===== config.mk =====
export PLATFORM = sky130hd
export DESIGN_NAME = i2c_transaction_sequencer_flat
export DESIGN_NICKNAME = d
export VERILOG_FILES = /design/src/rtl/i2c_transaction_sequencer_if.sv /design/src/rtl/i2c_transaction_sequencer.sv /design/src/flat_wrapper.sv
export SDC_FILE = /design/constraint.sdc
export NUM_CORES = 1
export LEC_CHECK = 0
export ABC_AREA = 1
export CORE_UTILIZATION = 54
export CTS_BUF_LIST = sky130_fd_sc_hd__clkbuf_2 sky130_fd_sc_hd__clkbuf_4 sky130_fd_sc_hd__clkbuf_8
export DETAILED_ROUTE_END_ITERATION = 8
export PLACE_DENSITY = 0.83
export SLEW_MARGIN = 40
export SYNTH_ARGS = -nofsm -noshare
export SYNTH_HDL_FRONTEND = slang
export SYNTH_SLANG_ARGS = --single-unit

===== constraint.sdc =====
create_clock -name clock -period 2.5 [get_ports clock]
set_input_delay 0.5 -clock clock [delete_from_list [all_inputs] [get_ports clock]]
set_output_delay 0.5 -clock clock [all_outputs]
set_load 0.01 [all_outputs]

===== src/rtl/i2c_transaction_sequencer_if.sv =====
// Request, response and byte-engine command signals of the I2C transaction sequencer.
// master = sequencer side, slave = requester/engine side.
interface i2c_transaction_sequencer_if #(
  parameter int MAX_LEN = 4,
  parameter int LEN_W   = 3
);
  logic                   req_valid;
  logic                   req_ready;
  logic                   req_read;
  logic [6:0]             req_dev_addr;
  logic [7:0]             req_reg_addr;
  logic [LEN_W-1:0]       req_len;
  logic [8*MAX_LEN-1:0]   req_wdata;
  logic [2:0]             eng_cmd;
  logic                   eng_cmd_valid;
  logic                   eng_cmd_ready;
  logic [7:0]             eng_wdata;
  logic                   eng_done;
  logic [7:0]             eng_rdata;
  logic                   eng_nack;
  logic                   eng_timeout;
  logic                   rsp_valid;
  logic [1:0]             rsp_status;
  logic [8*MAX_LEN-1:0]   rsp_data;
  logic                   busy;

  modport master (
    input  req_valid, req_read, req_dev_addr, req_reg_addr, req_len, req_wdata,
           eng_cmd_ready, eng_done, eng_rdata, eng_nack, eng_timeout,
    output req_ready, eng_cmd, eng_cmd_valid, eng_wdata, rsp_valid, rsp_status,
           rsp_data, busy
  );

  modport slave (
    output req_valid, req_read, req_dev_addr, req_reg_addr, req_len, req_wdata,
           eng_cmd_ready, eng_done, eng_rdata, eng_nack, eng_timeout,
    input  req_ready, eng_cmd, eng_cmd_valid, eng_wdata, rsp_valid, rsp_status,
           rsp_data, busy
  );
endinterface


===== src/rtl/i2c_transaction_sequencer.sv =====
// Sequences I2C register read/write/probe transactions over a byte-level engine.
// Define I2C_SEQ_RETRY_EN to restart the transaction on address NACK (up to RETRY_MAX times).
module i2c_transaction_sequencer #(
  parameter int MAX_LEN   = 4,
  parameter int LEN_W     = 3,
  parameter int RETRY_MAX = 3
) (
  input logic clock,
  input logic reset_n,
  i2c_transaction_sequencer_if.master bus
);
`ifdef I2C_SEQ_RETRY_EN
  localparam bit RETRY_EN = 1'b1;
`else
  localparam bit RETRY_EN = 1'b0;
`endif
  localparam int RCNT_W = (RETRY_MAX < 1) ? 1 : $clog2(RETRY_MAX + 1);

  localparam logic [2:0] CMD_START = 3'd0, CMD_WRITE = 3'd1, CMD_RACK = 3'd2,
                         CMD_RNACK = 3'd3, CMD_STOP  = 3'd4, CMD_RESTART = 3'd5;
  localparam logic [1:0] ST_OK = 2'b00, ST_ANACK = 2'b01, ST_DNACK = 2'b10, ST_TOUT = 2'b11;

  typedef enum logic [3:0] {
    S_IDLE, S_START, S_DEVW, S_REG, S_RESTART, S_DEVR, S_RDATA, S_WDATA, S_STOP, S_RESP
  } state_t;

  state_t               state_q, state_d;
  logic                 pend_q, pend_d;
  logic                 gap_q, gap_d;
  logic [LEN_W-1:0]     idx_q, idx_d, len_q, len_d;
  logic                 read_q, read_d;
  logic [6:0]           dev_q, dev_d;
  logic [7:0]           reg_q, reg_d;
  logic [8*MAX_LEN-1:0] wdata_q, wdata_d, rdata_q, rdata_d;
  logic [1:0]           status_q, status_d;
  logic [RCNT_W-1:0]    retry_q, retry_d;
  logic                 again_q, again_d;

  logic       is_cmd, fire, cmpl, last, retry_ok;
  logic [2:0] cmd;
  logic [7:0] wbyte, wsel;

  always_ff @(posedge clock or negedge reset_n) begin
    if (!reset_n) begin
      state_q  <= S_IDLE;
      pend_q   <= 1'b0;
      gap_q    <= 1'b0;
      idx_q    <= '0;
      len_q    <= '0;
      read_q   <= 1'b0;
      dev_q    <= '0;
      reg_q    <= '0;
      wdata_q  <= '0;
      rdata_q  <= '0;
      status_q <= ST_OK;
      retry_q  <= '0;
      again_q  <= 1'b0;
    end else begin
      state_q  <= state_d;
      pend_q   <= pend_d;
      gap_q    <= gap_d;
      idx_q    <= idx_d;
      len_q    <= len_d;
      read_q   <= read_d;
      dev_q    <= dev_d;
      reg_q    <= reg_d;
      wdata_q  <= wdata_d;
      rdata_q  <= rdata_d;
      status_q <= status_d;
      retry_q  <= retry_d;
      again_q  <= again_d;
    end
  end

  always_comb begin
    state_d  = state_q;
    pend_d   = pend_q;
    gap_d    = 1'b0;
    idx_d    = idx_q;
    len_d    = len_q;
    read_d   = read_q;
    dev_d    = dev_q;
    reg_d    = reg_q;
    wdata_d  = wdata_q;
    rdata_d  = rdata_q;
    status_d = status_q;
    retry_d  = retry_q;
    again_d  = again_q;
    is_cmd   = 1'b0;
    cmd      = CMD_START;
    wbyte    = 8'h00;
    last     = (idx_q == len_q - LEN_W'(1));
    retry_ok = RETRY_EN && (int'(retry_q) < RETRY_MAX);
    wsel     = 8'h00;
    for (int i = 0; i < MAX_LEN; i++)
      if (idx_q == LEN_W'(i)) wsel = wdata_q[8*i +: 8];

    case (state_q)
      S_START:   begin is_cmd = 1'b1; cmd = CMD_START; end
      S_DEVW:    begin is_cmd = 1'b1; cmd = CMD_WRITE; wbyte = {dev_q, 1'b0}; end
      S_REG:     begin is_cmd = 1'b1; cmd = CMD_WRITE; wbyte = reg_q; end
      S_RESTART: begin is_cmd = 1'b1; cmd = CMD_RESTART; end
      S_DEVR:    begin is_cmd = 1'b1; cmd = CMD_WRITE; wbyte = {dev_q, 1'b1}; end
      S_RDATA:   begin is_cmd = 1'b1; cmd = last ? CMD_RNACK : CMD_RACK; end
      S_WDATA:   begin is_cmd = 1'b1; cmd = CMD_WRITE; wbyte = wsel; end
      S_STOP:    begin is_cmd = 1'b1; cmd = CMD_STOP; end
      default:   ;
    endcase

    // A done coinciding with the ready handshake is consumed now; gap_q keeps the
    // next command's valid low for one cycle so valid always drops after ready.
    fire = is_cmd && !pend_q && !gap_q && bus.eng_cmd_ready;
    if (fire) pend_d = 1'b1;
    cmpl = (fire || pend_q) && bus.eng_done;

    if (cmpl) begin
      pend_d = 1'b0;
      gap_d  = fire;
      if (bus.eng_timeout) begin
        status_d = ST_TOUT;
        state_d  = S_RESP;
      end else begin
        case (state_q)
          S_START: state_d = S_DEVW;
          S_DEVW, S_DEVR: begin
            if (bus.eng_nack) begin
              state_d = S_STOP;
              if (retry_ok) begin
                again_d = 1'b1;
                retry_d = retry_q + RCNT_W'(1);
              end else begin
                status_d = ST_ANACK;
              end
            end else if (state_q == S_DEVR) begin
              state_d = S_RDATA;
              idx_d   = '0;
            end else if (len_q == '0) begin
              state_d = S_STOP;
            end else begin
              state_d = S_REG;
            end
          end
          S_REG: begin
            if (bus.eng_nack) begin
              status_d = ST_DNACK;
              state_d  = S_STOP;
            end else if (read_q) begin
              state_d = S_RESTART;
            end else begin
              state_d = S_WDATA;
              idx_d   = '0;
            end
          end
          S_RESTART: state_d = S_DEVR;
          S_RDATA: begin
            for (int i = 0; i < MAX_LEN; i++)
              if (idx_q == LEN_W'(i)) rdata_d[8*i +: 8] = bus.eng_rdata;
            if (last) state_d = S_STOP;
            else      idx_d   = idx_q + LEN_W'(1);
          end
          S_WDATA: begin
            if (bus.eng_nack) begin
              status_d = ST_DNACK;
              state_d  = S_STOP;
            end else if (last) begin
              state_d = S_STOP;
            end else begin
              idx_d = idx_q + LEN_W'(1);
            end
          end
          S_STOP: begin
            if (again_q) begin
              again_d = 1'b0;
              state_d = S_START;
            end else begin
              state_d = S_RESP;
            end
          end
          default: ;
        endcase
      end
    end

    case (state_q)
      S_IDLE: begin
        if (bus.req_valid) begin
          state_d  = S_START;
          read_d   = bus.req_read;
          dev_d    = bus.req_dev_addr;
          reg_d    = bus.req_reg_addr;
          len_d    = (bus.req_len > LEN_W'(MAX_LEN)) ? LEN_W'(MAX_LEN) : bus.req_len;
          wdata_d  = bus.req_wdata;
          rdata_d  = '0;
          status_d = ST_OK;
          retry_d  = '0;
          again_d  = 1'b0;
          idx_d    = '0;
          pend_d   = 1'b0;
        end
      end
      S_RESP:  state_d = S_IDLE;
      default: ;
    endcase
  end

  assign bus.eng_cmd       = cmd;
  assign bus.eng_wdata     = wbyte;
  assign bus.eng_cmd_valid = is_cmd && !pend_q && !gap_q;
  assign bus.req_ready     = (state_q == S_IDLE);
  assign bus.busy          = (state_q != S_IDLE);
  assign bus.rsp_valid     = (state_q == S_RESP);
  assign bus.rsp_status    = (state_q == S_RESP) ? status_q : ST_OK;
  assign bus.rsp_data      = rdata_q;
endmodule


===== src/flat_wrapper.sv =====
// flat-port wrapper written by rule: the top's interface ports become plain ports
module i2c_transaction_sequencer_flat 
#(
  parameter int MAX_LEN   = 4,
  parameter int LEN_W     = 3,
  parameter int RETRY_MAX = 3
)
  (clock, reset_n, bus_req_valid, bus_req_read, bus_req_dev_addr, bus_req_reg_addr, bus_req_len, bus_req_wdata, bus_eng_cmd_ready, bus_eng_done, bus_eng_rdata, bus_eng_nack, bus_eng_timeout, bus_req_ready, bus_eng_cmd, bus_eng_cmd_valid, bus_eng_wdata, bus_rsp_valid, bus_rsp_status, bus_rsp_data, bus_busy);
  i2c_transaction_sequencer_if #(.MAX_LEN(MAX_LEN), .LEN_W(LEN_W)) bus_i ();
  input logic clock;
  input logic reset_n;
  input wire logic [$bits(bus_i.req_valid)-1:0] bus_req_valid;
  input wire logic [$bits(bus_i.req_read)-1:0] bus_req_read;
  input wire logic [$bits(bus_i.req_dev_addr)-1:0] bus_req_dev_addr;
  input wire logic [$bits(bus_i.req_reg_addr)-1:0] bus_req_reg_addr;
  input wire logic [$bits(bus_i.req_len)-1:0] bus_req_len;
  input wire logic [$bits(bus_i.req_wdata)-1:0] bus_req_wdata;
  input wire logic [$bits(bus_i.eng_cmd_ready)-1:0] bus_eng_cmd_ready;
  input wire logic [$bits(bus_i.eng_done)-1:0] bus_eng_done;
  input wire logic [$bits(bus_i.eng_rdata)-1:0] bus_eng_rdata;
  input wire logic [$bits(bus_i.eng_nack)-1:0] bus_eng_nack;
  input wire logic [$bits(bus_i.eng_timeout)-1:0] bus_eng_timeout;
  output wire logic [$bits(bus_i.req_ready)-1:0] bus_req_ready;
  output wire logic [$bits(bus_i.eng_cmd)-1:0] bus_eng_cmd;
  output wire logic [$bits(bus_i.eng_cmd_valid)-1:0] bus_eng_cmd_valid;
  output wire logic [$bits(bus_i.eng_wdata)-1:0] bus_eng_wdata;
  output wire logic [$bits(bus_i.rsp_valid)-1:0] bus_rsp_valid;
  output wire logic [$bits(bus_i.rsp_status)-1:0] bus_rsp_status;
  output wire logic [$bits(bus_i.rsp_data)-1:0] bus_rsp_data;
  output wire logic [$bits(bus_i.busy)-1:0] bus_busy;
  assign bus_i.req_valid = bus_req_valid;
  assign bus_i.req_read = bus_req_read;
  assign bus_i.req_dev_addr = bus_req_dev_addr;
  assign bus_i.req_reg_addr = bus_req_reg_addr;
  assign bus_i.req_len = bus_req_len;
  assign bus_i.req_wdata = bus_req_wdata;
  assign bus_i.eng_cmd_ready = bus_eng_cmd_ready;
  assign bus_i.eng_done = bus_eng_done;
  assign bus_i.eng_rdata = bus_eng_rdata;
  assign bus_i.eng_nack = bus_eng_nack;
  assign bus_i.eng_timeout = bus_eng_timeout;
  assign bus_req_ready = bus_i.req_ready;
  assign bus_eng_cmd = bus_i.eng_cmd;
  assign bus_eng_cmd_valid = bus_i.eng_cmd_valid;
  assign bus_eng_wdata = bus_i.eng_wdata;
  assign bus_rsp_valid = bus_i.rsp_valid;
  assign bus_rsp_status = bus_i.rsp_status;
  assign bus_rsp_data = bus_i.rsp_data;
  assign bus_busy = bus_i.busy;
  i2c_transaction_sequencer #(.MAX_LEN(MAX_LEN), .LEN_W(LEN_W), .RETRY_MAX(RETRY_MAX)) u_core (.clock(clock), .reset_n(reset_n), .bus(bus_i));
endmodule

==> results summary <==
The run finished with clean final reports. The number of DRC violations after detailed-routing iteration 0 came out at 556. The upper clock frequency limit is 403 MHz. The largest driver fanout on the critical path is 4. The critical path goes through ha_1 > ha_2 > inv_2 > o21ai_0 > a31oi_1 > a21oi_1 > o21ai_2 > buf_2. When the netlist entered floorplanning its net count stood at 911. At the end of routability-driven placement, the weighted congestion stood at 0.920. The via count normalized by instance count came out at 5.65. At the worst endpoint, the arrival time is between 1500 and 2000 ps. For this design the top-level I/O count stands at 115. The count of standard-cell rows came out at 37. The critical path buffer and inverter count came out at 2. Signal routing reaches up to met4. Summed over all instances, the cell type with the most area after synthesis is sky130_fd_sc_hd__dfrtp_1.

The number of buffers inserted by hold repair at cts is 0. The tightest min-delay check is of the input pin to asynchronous set/reset pin type. The first detailed-routing pass took 5 iterations. The post-layout worst setup margin is 21.6 ps. The synthesis-stage register bit count is 95. The final critical delay including setup and external delays is 2480 ps. The required time of the worst setup path came out at 2000 ps.

The root buffer cell chosen for the clock tree is sky130_fd_sc_hd__clkbuf_8. The number of global-route vias before repair came out at 5972. The total routed wirelength is ~17000 um.

The max capacitance violation total came out at 0. During placement, the flow inserted port buffers numbering approximately 110. Setup violations remaining at the end of the flow were counted as 0. The max-slew violation total from the final report is 0. Summing over every cut layer, the via total after detailed routing is 6201. By area the synthesized netlist is led by sky130_fd_sc_hd__dfrtp_1 41%, sky130_fd_sc_hd__nand2_1 23%, sky130_fd_sc_hd__o21ai_0 6.7%.

The post-synthesis cell area came out at roughly 0.0058 mm2. The power density over the cells came out at 1010 mW/mm2. The sum of net half-perimeters after detailed placement came out at 11800 um. The final hold violation count is 0.

The vertical die dimension is 105 um. In the final routed layout, each cell accounts on average for 15.6 um. The worst-case clock buffer depth is 2. The number of diodes added for antenna fixing is 0. For the pin with the worst max-slew slack, the measured transition is 600 ps. The number of nets in the final layout is 1031. The total leakage power came out at 3.77 nW. The maximum number of pins on one net before global-route repair is 66. For this configuration, the core starts out at a cell density of 0.558. The maximum resistive drop on vdd is 0.000593 V. The worst setup path is captured at an output pin.

The clock edge transition at the registers on the reported setup and hold paths came out at approximately 100 ps. The cell family contributing the most delay on the critical path is compound AO/OA/AOI/OAI gates. The H-tree level count came out at 3. The synthesized area per cell came out at 6.88 um2.

Of the available clock period, the critical path in the final layout requires 0.991. The worst pin sits at a relative slew slack of 0.599. Across every metal layer, demand over resource in global routing totals 0.313. The number of distinct library cells after synthesis came out at 30.

The share of final-layout standard cells stronger than drive strength 1 is 0.111. The first global-routing pass estimated 27600 um of wire. Timing analysis after detailed placement gives a worst setup slack of -126 ps. The Yosys step of the flow raised 0 warnings. The core area came out at 0.0103 mm2. The detail route stage leaves a number of antenna-violating nets equal to 0. The layout overhead on the synthesized area came out at 28.9%. Counting every instance in the synthesized netlist gives approximately 840. The leftover overflow at the end of global routing came out at 0. Setup repair after global routing could not meet its margin everywhere. The clock latency reported for the late side of the worst-skew pair is 370 ps. The worst clock skew is 10.5 ps.

The floorplan step set the die width to 105 um. The area share of the leading cell type in the synthesized netlist is 0.413. The TritonCTS clock tree is yes. The area of the die came out at 0.0111 mm2. The portion of the post-synthesis area used by sequential elements came out at 0.413. The slowest stage of the critical path is the sky130_fd_sc_hd__dfrtp_1 cell. The wire length on met1 is between 6000 and 7000 um.

The critical path is of the flip-flop to output pin type. The number of antenna violations at the first check in global routing is 0. The design draws 0.00754 W.

The CTS sink count came out at 95. The worst setup path is launched from a flip-flop. The routed design uses 8500 um of met2 wire.

The met3 wirelength from detailed routing came out at 1390 um. Clock tree synthesis inserted a total of 9 buffers. For this run, the slowest stage of the critical path takes approximately 440 ps. The number of remaining DRC errors is 0.
[layer usage]
metal	vias up	track usage
li1	2923	-
met1	2915	0.389
met2	324	0.527
met3	39	0.0606
met4	0	0.142
met5	-	0
[state kept, by name, indices dropped and copies added (netlist names)]
register / cells
u_core.read_q: 1
u_core.bus.rsp_data: 32
u_core.len_q: 3
u_core.again_q: 1
u_core.status_q: 2
u_core.state_q: 4
u_core.reg_q: 8
u_core.wdata_q: 32
u_core.gap_q: 1
u_core.pend_q: 1
u_core.idx_q: 3
u_core.dev_q: 7
[power by group]
part | switching, W | total [W] | internal, W
sequential | 0.000559 | 0.00274 | 0.00218
clock | 0.000560 | 0.00104 | 0.000485
combinational | 0.00215 | 0.00375 | 0.00160
[synth_stat cells]
cell type and count:
sky130_fd_sc_hd__a31oi_1 2, sky130_fd_sc_hd__o221ai_1 1, sky130_fd_sc_hd__nand4_1 2, sky130_fd_sc_hd__a211oi_1 2
sky130_fd_sc_hd__nor2_4 2, sky130_fd_sc_hd__inv_1 66, sky130_fd_sc_hd__ha_1 7, sky130_fd_sc_hd__a22oi_2 5
sky130_fd_sc_hd__nand2_1 358, sky130_fd_sc_hd__a21oi_1 18, sky130_fd_sc_hd__a21oi_4 1, sky130_fd_sc_hd__o21ai_0 77
sky130_fd_sc_hd__nor2_1 34, sky130_fd_sc_hd__o21ai_1 11, sky130_fd_sc_hd__inv_2 4, sky130_fd_sc_hd__buf_6 3
sky130_fd_sc_hd__buf_4 7, sky130_fd_sc_hd__nand2_2 3, sky130_fd_sc_hd__o211ai_1 7, sky130_fd_sc_hd__nand3_1 48
sky130_fd_sc_hd__clkbuf_1 30, sky130_fd_sc_hd__clkinv_1 2, sky130_fd_sc_hd__nor2_2 4, sky130_fd_sc_hd__xor2_1 1
sky130_fd_sc_hd__buf_2 8, sky130_fd_sc_hd__dfrtp_1 95, sky130_fd_sc_hd__a22oi_1 34, sky130_fd_sc_hd__nand4_2 1
sky130_fd_sc_hd__nor3_1 3, sky130_fd_sc_hd__buf_1 2
[cells in the final DEF, fill, tap and decap left out, drive strengths merged]
cell type / count
nand2: 361
clkdlybuf4s50: 100
dfrtp: 95
o21ai: 88
inv: 71
buf: 53
nand3: 48
nor2: 40
a22oi: 39
a21oi: 19
clkbuf: 12
o211ai: 7
ha: 7
clkinv: 4
dlygate4sd2: 3
nand4: 3
nor3: 3
a31oi: 2
a211oi: 2
xor2: 1
o221ai: 1
bufinv: 1
clkinvlp: 1
dlymetal6s2s: 1
[repair_timing]
action	in CTS	in global routing
endpoints found under the hold margin	0	0
endpoints found under the setup margin	14	12
pin swaps	3	4
cloned	1	1
resized for setup	57	18
setup buffers	4	2
[stage by stage]
| step | utilization | instance area [um2] | TNS (ps) | hold slack (ps) | cells |
|---|---|---|---|---|---|
| after floorplan | - | 5760 | 0 | 204 | 838 |
| final | 0.720 | 7430 | 0 | 71.5 | 1098 |
| after CTS | 0.714 | 7370 | -34.8 | 81.1 | 1095 |
| after global routing | 0.720 | 7430 | -294 | 83.2 | 1098 |
| after detailed placement | 0.691 | 7130 | -596 | 454 | 1075 |
| after global placement | 0.691 | 7130 | -64.6 | 452 | 1075 |
[path summary, 6_finish.rpt]
kind / startpoint / to / slack [ps] / cells after the start
min: reset_n / u_core.bus.rsp_data[2] / 70 / 1
max: u_core.idx_q[0] / bus_eng_wdata[2] / 20 / 8
max reg2reg: u_core.state_q[1] / u_core.bus.rsp_data[16] / 340 / 9
max in group asynchronous: reset_n / u_core.wdata_q[29] / 1730 / 2
min in group clock: u_core.wdata_q[25] / u_core.wdata_q[25] / 470 / 2
min reg2reg: u_core.wdata_q[25] / u_core.wdata_q[25] / 470 / 2
[cell type report]
| class | count | area [um2] |
|---|---|---|
| Clock buffer | 10 | 138 |
| Clock inverter | 5 | 56.3 |
| Fill cell | 816 | 2900 |
| Inverter | 72 | 273 |
| Multi-Input combinational cell | 621 | 2950 |
| Sequential cell | 95 | 2380 |
| Tap cell | 136 | 170 |
| Timing Repair Buffer | 159 | 1460 |
[kinds of logic (layout without fill, tap and decap cells)]
kind of cell,count (synthesis),after routing,share of synthesized area
adder cells (fa/ha/maj),7,7,0.0152
AND/OR/NAND/NOR,455,455,0.316
XOR/XNOR,1,1,0.00152
buffers and inverters,122,246,0.0897
flip-flops,95,95,0.413
AO/OA/AOI/OAI,158,158,0.165
No activity file was read; power rests on OpenSTA's default activity.
